--- config.mk ---
export PLATFORM = sky130hd
export DESIGN_NAME = jk_ff_bist_driver
export DESIGN_NICKNAME = d
export VERILOG_FILES = /design/src/rtl/jk_ff_bist_driver.sv
export SDC_FILE = /design/constraint.sdc
export NUM_CORES = 1
export LEC_CHECK = 0
export BUFFER_PORTS_ARGS = -buffer_cell sky130_fd_sc_hd__buf_2
export CAP_MARGIN = 20
export CORE_MARGIN = 2
export CORE_UTILIZATION = 45
export CTS_CLUSTER_SIZE = 8
export DETAILED_ROUTE_END_ITERATION = 7
export PLACE_DENSITY = 0.65
export RECOVER_POWER = 25
export SLEW_MARGIN = 20
export SYNTH_ARGS = -nofsm -noshare
export SYNTH_HDL_FRONTEND = slang
export SYNTH_SLANG_ARGS = --single-unit
--- constraint.sdc ---
create_clock -name clk -period 3.14 [get_ports clk]
set_clock_uncertainty 0.1 [all_clocks]
set_input_delay 0.314 -clock clk [delete_from_list [all_inputs] [get_ports clk]]
set_output_delay 0.314 -clock clk [all_outputs]
set_load 0.05 [all_outputs]
--- src/rtl/jk_ff_bist_driver.sv ---
// Built-in self-test driver for a JK flip-flop sharing this block's clock.
// Plays a fixed 8-step {J,K} sequence into the flop under test.
// Predicts each next state with an internal JK model.
// Checks the returned q/qbar and reports pass, a fail count and the first failing step.
module jk_ff_bist_driver #(
  parameter int HOLD_CYCLES = 2  // cycles from a jk update to its compare edge, 2..15
) (
  input  logic       clk,
  input  logic       rst,
  input  logic       start,
  input  logic       q_in,
  input  logic       qbar_in,
  output logic [1:0] jk,
  output logic       busy,
  output logic       done,
  output logic       pass,
  output logic [3:0] fail_count,
  output logic [2:0] first_fail_step
);

  typedef enum logic [1:0] {
    S_IDLE = 2'd0,
    S_RUN  = 2'd1,
    S_DONE = 2'd2
  } state_t;

  localparam logic [3:0] RELOAD = 4'(HOLD_CYCLES - 1);

  state_t     state;
  state_t     state_nxt;
  logic [2:0] step;
  logic [3:0] wait_cnt;
  logic       model;
  logic       cmp_edge;
  logic       step_fail;
  logic       last_step;
  logic [2:0] step_inc;
  logic [1:0] jk_inc;

  // Fixed stimulus table: clear, hold, set, hold, toggle, toggle, clear, toggle.
  function automatic logic [1:0] step_jk(input logic [2:0] s);
    case (s)
      3'd0:    step_jk = 2'b01;
      3'd1:    step_jk = 2'b00;
      3'd2:    step_jk = 2'b10;
      3'd3:    step_jk = 2'b00;
      3'd4:    step_jk = 2'b11;
      3'd5:    step_jk = 2'b11;
      3'd6:    step_jk = 2'b01;
      default: step_jk = 2'b11;
    endcase
  endfunction

  // Reference JK behaviour: 00 hold, 01 clear, 10 set, 11 toggle.
  function automatic logic jk_next(input logic m, input logic [1:0] v);
    case (v)
      2'b00:   jk_next = m;
      2'b01:   jk_next = 1'b0;
      2'b10:   jk_next = 1'b1;
      default: jk_next = ~m;
    endcase
  endfunction

  // Case equality makes an X/Z on either returned rail count as a failure.
  assign cmp_edge  = (state == S_RUN) && (wait_cnt == 4'd0);
  assign step_fail = !((q_in === model) && (qbar_in === ~model));
  assign last_step = (step == 3'd7);
  assign step_inc  = step + 3'd1;
  assign jk_inc    = step_jk(step_inc);
  assign done      = (state == S_DONE);

  // State register.
  always_ff @(posedge clk or negedge rst) begin
    if (!rst) state <= S_IDLE;
    else      state <= state_nxt;
  end

  // Next-state logic: IDLE -> RUN on start, RUN -> DONE after the last compare, DONE lasts one cycle.
  always_comb begin
    state_nxt = state;
    case (state)
      S_IDLE:  if (start) state_nxt = S_RUN;
      S_RUN:   if (cmp_edge && last_step) state_nxt = S_DONE;
      S_DONE:  state_nxt = S_IDLE;
      default: state_nxt = S_IDLE;
    endcase
  end

  // Stimulus sequencing, hold counting, model update and result bookkeeping.
  always_ff @(posedge clk or negedge rst) begin
    if (!rst) begin
      jk              <= 2'b00;
      busy            <= 1'b0;
      pass            <= 1'b0;
      fail_count      <= 4'd0;
      first_fail_step <= 3'd0;
      step            <= 3'd0;
      wait_cnt        <= 4'd0;
      model           <= 1'b0;
    end else begin
      case (state)
        S_IDLE: begin
          jk <= 2'b00;
          if (start) begin
            jk              <= step_jk(3'd0);
            model           <= jk_next(model, step_jk(3'd0));
            wait_cnt        <= RELOAD;
            step            <= 3'd0;
            fail_count      <= 4'd0;
            first_fail_step <= 3'd0;
            pass            <= 1'b0;
            busy            <= 1'b1;
          end
        end
        S_RUN: begin
          if (wait_cnt != 4'd0) begin
            wait_cnt <= wait_cnt - 4'd1;
          end else begin
            if (step_fail) begin
              fail_count <= fail_count + 4'd1;
              if (fail_count == 4'd0) first_fail_step <= step;
            end
            if (!last_step) begin
              step     <= step_inc;
              jk       <= jk_inc;
              model    <= jk_next(model, jk_inc);
              wait_cnt <= RELOAD;
            end else begin
              jk   <= 2'b00;
              busy <= 1'b0;
              pass <= (fail_count == 4'd0) && !step_fail;
            end
          end
        end
        default: ;
      endcase
    end
  end

endmodule

Word level (Yosys, flattened, before mapping). Index checks and enable logic that the tools add are counted. W data, S select, Z words.

Register bits after elaboration: 21. Logic and storage cells: 90. Input port bits: 5.

Bitwise gates (word level): 1. Reductions and logical operators: 21. $add $sub $neg: 3. Mux-type cells: 36. Equal/unequal tests: 20.

Operator list (count): $mux W4 (6); $mux W3 (6); $pmux W4 S2 (2); $ne A2 B2 Y1 const B (6); $pmux W3 S2 (2); $reduce_and A4 Y1 (3); $reduce_and A5 Y1 (2); $mux W1 (9); $logic_not A4 Y1 (2); $mux W2 (4); $pmux W2 S2 (2); $eq A3 B2 Y1 const B (2); $eq A3 B3 Y1 const B (2); $pmux W1 S2 (3); $pmux W2 S3 (1); $add A4 B1 Y4 const B (1); $eq A2 B1 Y1 const B (2); $eq A2 B2 Y1 const B (2); $logic_and A1 B1 Y1 (4); $logic_not A2 Y1 (2); $ne A2 B1 Y1 const B (2); $reduce_and A2 Y1 (2); $reduce_bool A4 Y1 (1); $reduce_or A2 Y1 (2); other kinds (10) (11).

Depth between registers and ports, before layout.
Depth after elaboration: 9. Gate-level depth with buffers: 8. Gate-level depth less buffers: 8.

Least setup slack after synthesis. Ideal clock, no wire load.

Kind: reg2reg. From: register fail_count[0]. To: register first_fail_step[0]. Period minus slack after synthesis: 2.097 ns. Library setup time: 0.121 ns. Buffers on the path: 0. Setup slack: 1.043 ns. Cell stages (with the launch flop): 7. Required time: 2.919 ns. Arrival time: 1.876 ns. Cell sequence: dfrtp_1 inv_1 ha_1 or4bb_1 a221oi_2 o21ai_1 a22o_1.

Cells in the longest elaborated chain, start to end: 3.

Ends and longest elaborated chain: start: declaration (line 17) `output logic [3:0] fail_count,`; start signal: assignment (line 120) `fail_count <= fail_count + 4'd1;`; $logic_not A4 Y1 (line 121) `if (fail_count == 4'd0) first_fail_step <= step;`; $ne A2 B1 Y1 (no line); $reduce_and A5 Y1 (no line); end signal: assignment (line 121); end: declaration (line 18) `output logic [2:0] first_fail_step`.

No other way between the ends. A chain may end at the register's enable or synchronous reset.

Final worst setup path.
From: register step[0]. To: register model.

Cells in the longest elaborated chain, start to end: 9. Elaborated cells between the ends (all ways): 20.

Ends and longest elaborated chain: start: declaration (line 31) `logic [2:0] step;`; start signal: assignment (line 124) `step <= step_inc;`; $add A3 B1 Y3 (line 68) `assign step_inc = step + 3'd1;`; $eq A3 B3 Y1, or another cell as far along (line 42) `case (s)`; $reduce_or A2 Y1 (no line); $pmux W2 S3 (line 42); $eq A2 B2 Y1, or another cell as far along (line 56) `case (v)`; $pmux W1 S3 (line 56); $mux W1 (line 123) `if (!last_step) begin`; $mux W1 (line 116) `if (wait_cnt != 4'd0) begin`; $pmux W1 S2 (line 101) `case (state)`; end signal: assignment (line 106) `model <= jk_next(model, step_jk(3'd0));`; end signal: assignment (line 126) `model <= jk_next(model, jk_inc);`; end: declaration (line 33) `logic model;`.

Parallel ways exist; a longest one is shown, timed or not. The select of a mux whose other input is x is not followed.

==> run_results.csv <==
group,metric,value,unit
run_status,status,"finished clean",
floorplan,core,2520,um2
logic_synthesis,synthMuxAreaShare,1.85,%
place,io_buffers,16,
logic_synthesis,synth-seq-cells,21,
layout,layout_common_cells,"dfrtp_1 (21), buf_2 (15), ha_1 (10)",
critical_path,path_class,"reg2reg",
cts,cts-htree-levels,1,
logic_synthesis,synth-seq-area-share,43.1,%
min_path,hold_class,"in2reg",
layout,final_common_cell,"dfrtp_1",
logic_synthesis,synthAdderAreaFrac,10.3,%
sta,timing.setup.tns,0,ns
layout,drive_above_1_share,16.8,%
sta,hold_viol,0,
floorplan,row_count,18,
min_path,hold_path_end,"busy$_DFFE_PN0P_",
cts,cts_tree,"built",
grt,track_usage,17.6,%
critical_path,required,3.25,ns
critical_path,cp-end-kind,"register",
sta,setup_viol,0,
critical_path,r2r_setup_slack,0.90,ns
routing,firstDrtPassIters,4,
cts,clockBufferDepth,2,
power_and_ir_drop,power.density,1010,nW/um2
critical_path,reg2reg_to,"model$_DFFE_PN0P_",
layout,finalNetCount,153,
cts,cts_made_buffers,3,
critical_path,start_kind,"register",
routing,finalWirelength,2450,um
cts,ctsResizeCount,0,
critical_path,ff2ff_path_depth,8,
logic_synthesis,synth.avg_cell_area,10.2,um2
grt,grt_first_pass_wirelength,4400,um
layout,synthToLayoutAreaGrowth,10.5,%
cts,postCtsSetupRepairBufs,0,
logic_synthesis,synth_edf_count,0,
grt,antenna_found_initial,0,
logic_synthesis,synth_compound_area_share,20.6,%
grt,grt_max_degree,22,
sta,final_max_slew_viol_count,0,
power_and_ir_drop,power,1.36,mW
floorplan,die_h,56.1,um
layout,diodes,0,
grt,grt_overflow,0,
routing,vias,959,
cts,clock_latency,0.30,ns
place,gp_congestion,0.742,
routing,drcViolationCount,0,
logic_synthesis,syn-num-nets,135,
grt,grt_pass1_vias,988,
sta,period_share,71.4,%
logic_synthesis,synthFlopType,"dfrtp_1",
logic_synthesis,synth_area,1220,um2
sta,rsz0062_at_grt,"no",
place,hpwl,1800,um
logic_synthesis,yosysUniqueCellTypes,43,
sta,fmax,0.446,GHz
run,cap_violations,0,
critical_path,crit_path_max_fanout,6,
critical_path,reg2reg_from,"step[0]$_DFFE_PN0P_",
routing,drtAntennaViolNets,0,
min_path,hold_start,"start",
cts,clock-sinks,21,
sta,period_needed,2.24,ns
logic_synthesis,synth_top_family_by_area,"compound AO/OA/AOI/OAI gates",
min_path,hold-path-cell-count,3,
critical_path,cp.arrival,2.35,ns
routing,via_per_inst,5.74,
sta,tightest_slew,1.15,ns
power_and_ir_drop,ir_drop,0.000636,V
floorplan,die_w,56.1,um
logic_synthesis,yosys_warnings,0,
floorplan,dieArea,3140,um2
logic_synthesis,synthSimpleGateAreaFrac,17.9,%
layout,post-route-util,53.4,%
floorplan,io_pins,17,
power_and_ir_drop,p_leak,0.637,nW
cts,cts_root_buffer,"clkbuf_4",
cts,clkSlewWorstSetupHoldPaths,0.12,ns
logic_synthesis,synthCells,120,
routing,wire_per_inst,14.7,um
sta,timing.slew.headroom,23.1,%
logic_synthesis,synth-async-reset-ratio,100,%
floorplan,initial_core_util,48.4,%
logic_synthesis,synth_xor_area_share,1.44,%
routing,drt_iter0_drc,18,
[through the flow]
stage	hold slack, ns	instance area [um2]	cells	setup slack, ns
after floorplan	-0.0816	1220	120	1.04
after global routing	0.210	1350	167	0.706
after global placement	0.201	1310	162	0.987
after CTS	0.210	1350	167	0.878
after detailed placement	0.204	1310	162	0.897
final	0.220	1350	167	0.898
[kinds of logic after synthesis]
group	Yosys count
AOI/OAI and AO/OA	35
xor gates and xnor gates	2
adders and majority gates	10
buffers and inverters	13
DFF	21
muxes	2
and+or+nand+nor	37
[what timing repair did]
action | 4_1_cts | 5_1_grt
endpoints found under the setup margin | 0 | 0
hold endpoints to repair | 21 | 0
hold buffers | 1 | 0
[report_power, final]
group | switching [mW] | internal [mW]
sequential | 0.0950 | 0.373
clock | 0.0855 | 0.0495
combinational | 0.470 | 0.287
total | 0.651 | 0.710
[synthesized netlist by cell type (2+ instances only)]
| master | number | area share [%] |
|---|---|---|
| a22o_1 | 4 | 2.9 |
| nand3b_1 | 3 | 1.8 |
| inv_1 | 9 | 2.8 |
| ha_1 | 10 | 10 |
| nand2b_1 | 5 | 2.6 |
| a21o_1 | 2 | 1.2 |
| a21oi_1 | 5 | 2.1 |
| a31oi_1 | 3 | 1.5 |
| mux2_2 | 2 | 1.8 |
| nand3_1 | 2 | 0.82 |
| nor2_1 | 9 | 2.8 |
| nand2_1 | 5 | 1.5 |
| o211ai_1 | 2 | 1.2 |
| o31ai_1 | 3 | 1.8 |
| dfrtp_1 | 21 | 43 |
| or3b_1 | 2 | 1.4 |
| o21ai_0 | 5 | 2.1 |
| o21a_1 | 2 | 1.2 |
| xor2_1 | 2 | 1.4 |
[registers in the layout, summed over array words and instances (netlist names), 2 cells and up]
register         flops
jk                   2
state                2
fail_count           4
wait_cnt             4
step                 3
first_fail_step      3
[metal layers]
layer	GRT usage, %	part of all wire [%]	routed length, um
met5	0	0	0
met4	7.14	1.6	40
met3	2.33	3.8	92
met2	30.4	46	1140
met1	22.0	48	1180
[worst max-delay path by stage]
stage	slack [ns]	depth (start not counted)	end	startpoint
after global placement	0.99	8	model$_DFFE_PN0P_	step[0]$_DFFE_PN0P_
after floorplan	1.04	6	first_fail_step[0]$_DFFE_PN0P_	fail_count[0]$_DFFE_PN0P_
after global routing	0.71	8	model$_DFFE_PN0P_	step[0]$_DFFE_PN0P_
after CTS	0.88	8	model$_DFFE_PN0P_	step[0]$_DFFE_PN0P_
after detailed placement	0.90	8	model$_DFFE_PN0P_	step[0]$_DFFE_PN0P_
final	0.90	8	model$_DFFE_PN0P_	step[0]$_DFFE_PN0P_
[critical path, cell delays in order, from the launching register on]
cell	delay [ns]
dfrtp_1	0.46
ha_1	0.23
ha_1	0.29
nand2b_1	0.16
a21oi_1	0.19
ha_1	0.27
nand3_1	0.08
o21ai_0	0.08
o41ai_1	0.29
[area by class of cell]
type	count	area (um2)
fillers	249	1170
repair buffers	17	88.8
flip-flops and latches	21	526
inverters	9	33.8
multi-input cells	86	636
well taps	30	37.5
clock buffers	4	26.3
Note: power is estimated with default switching activity, not from simulation.
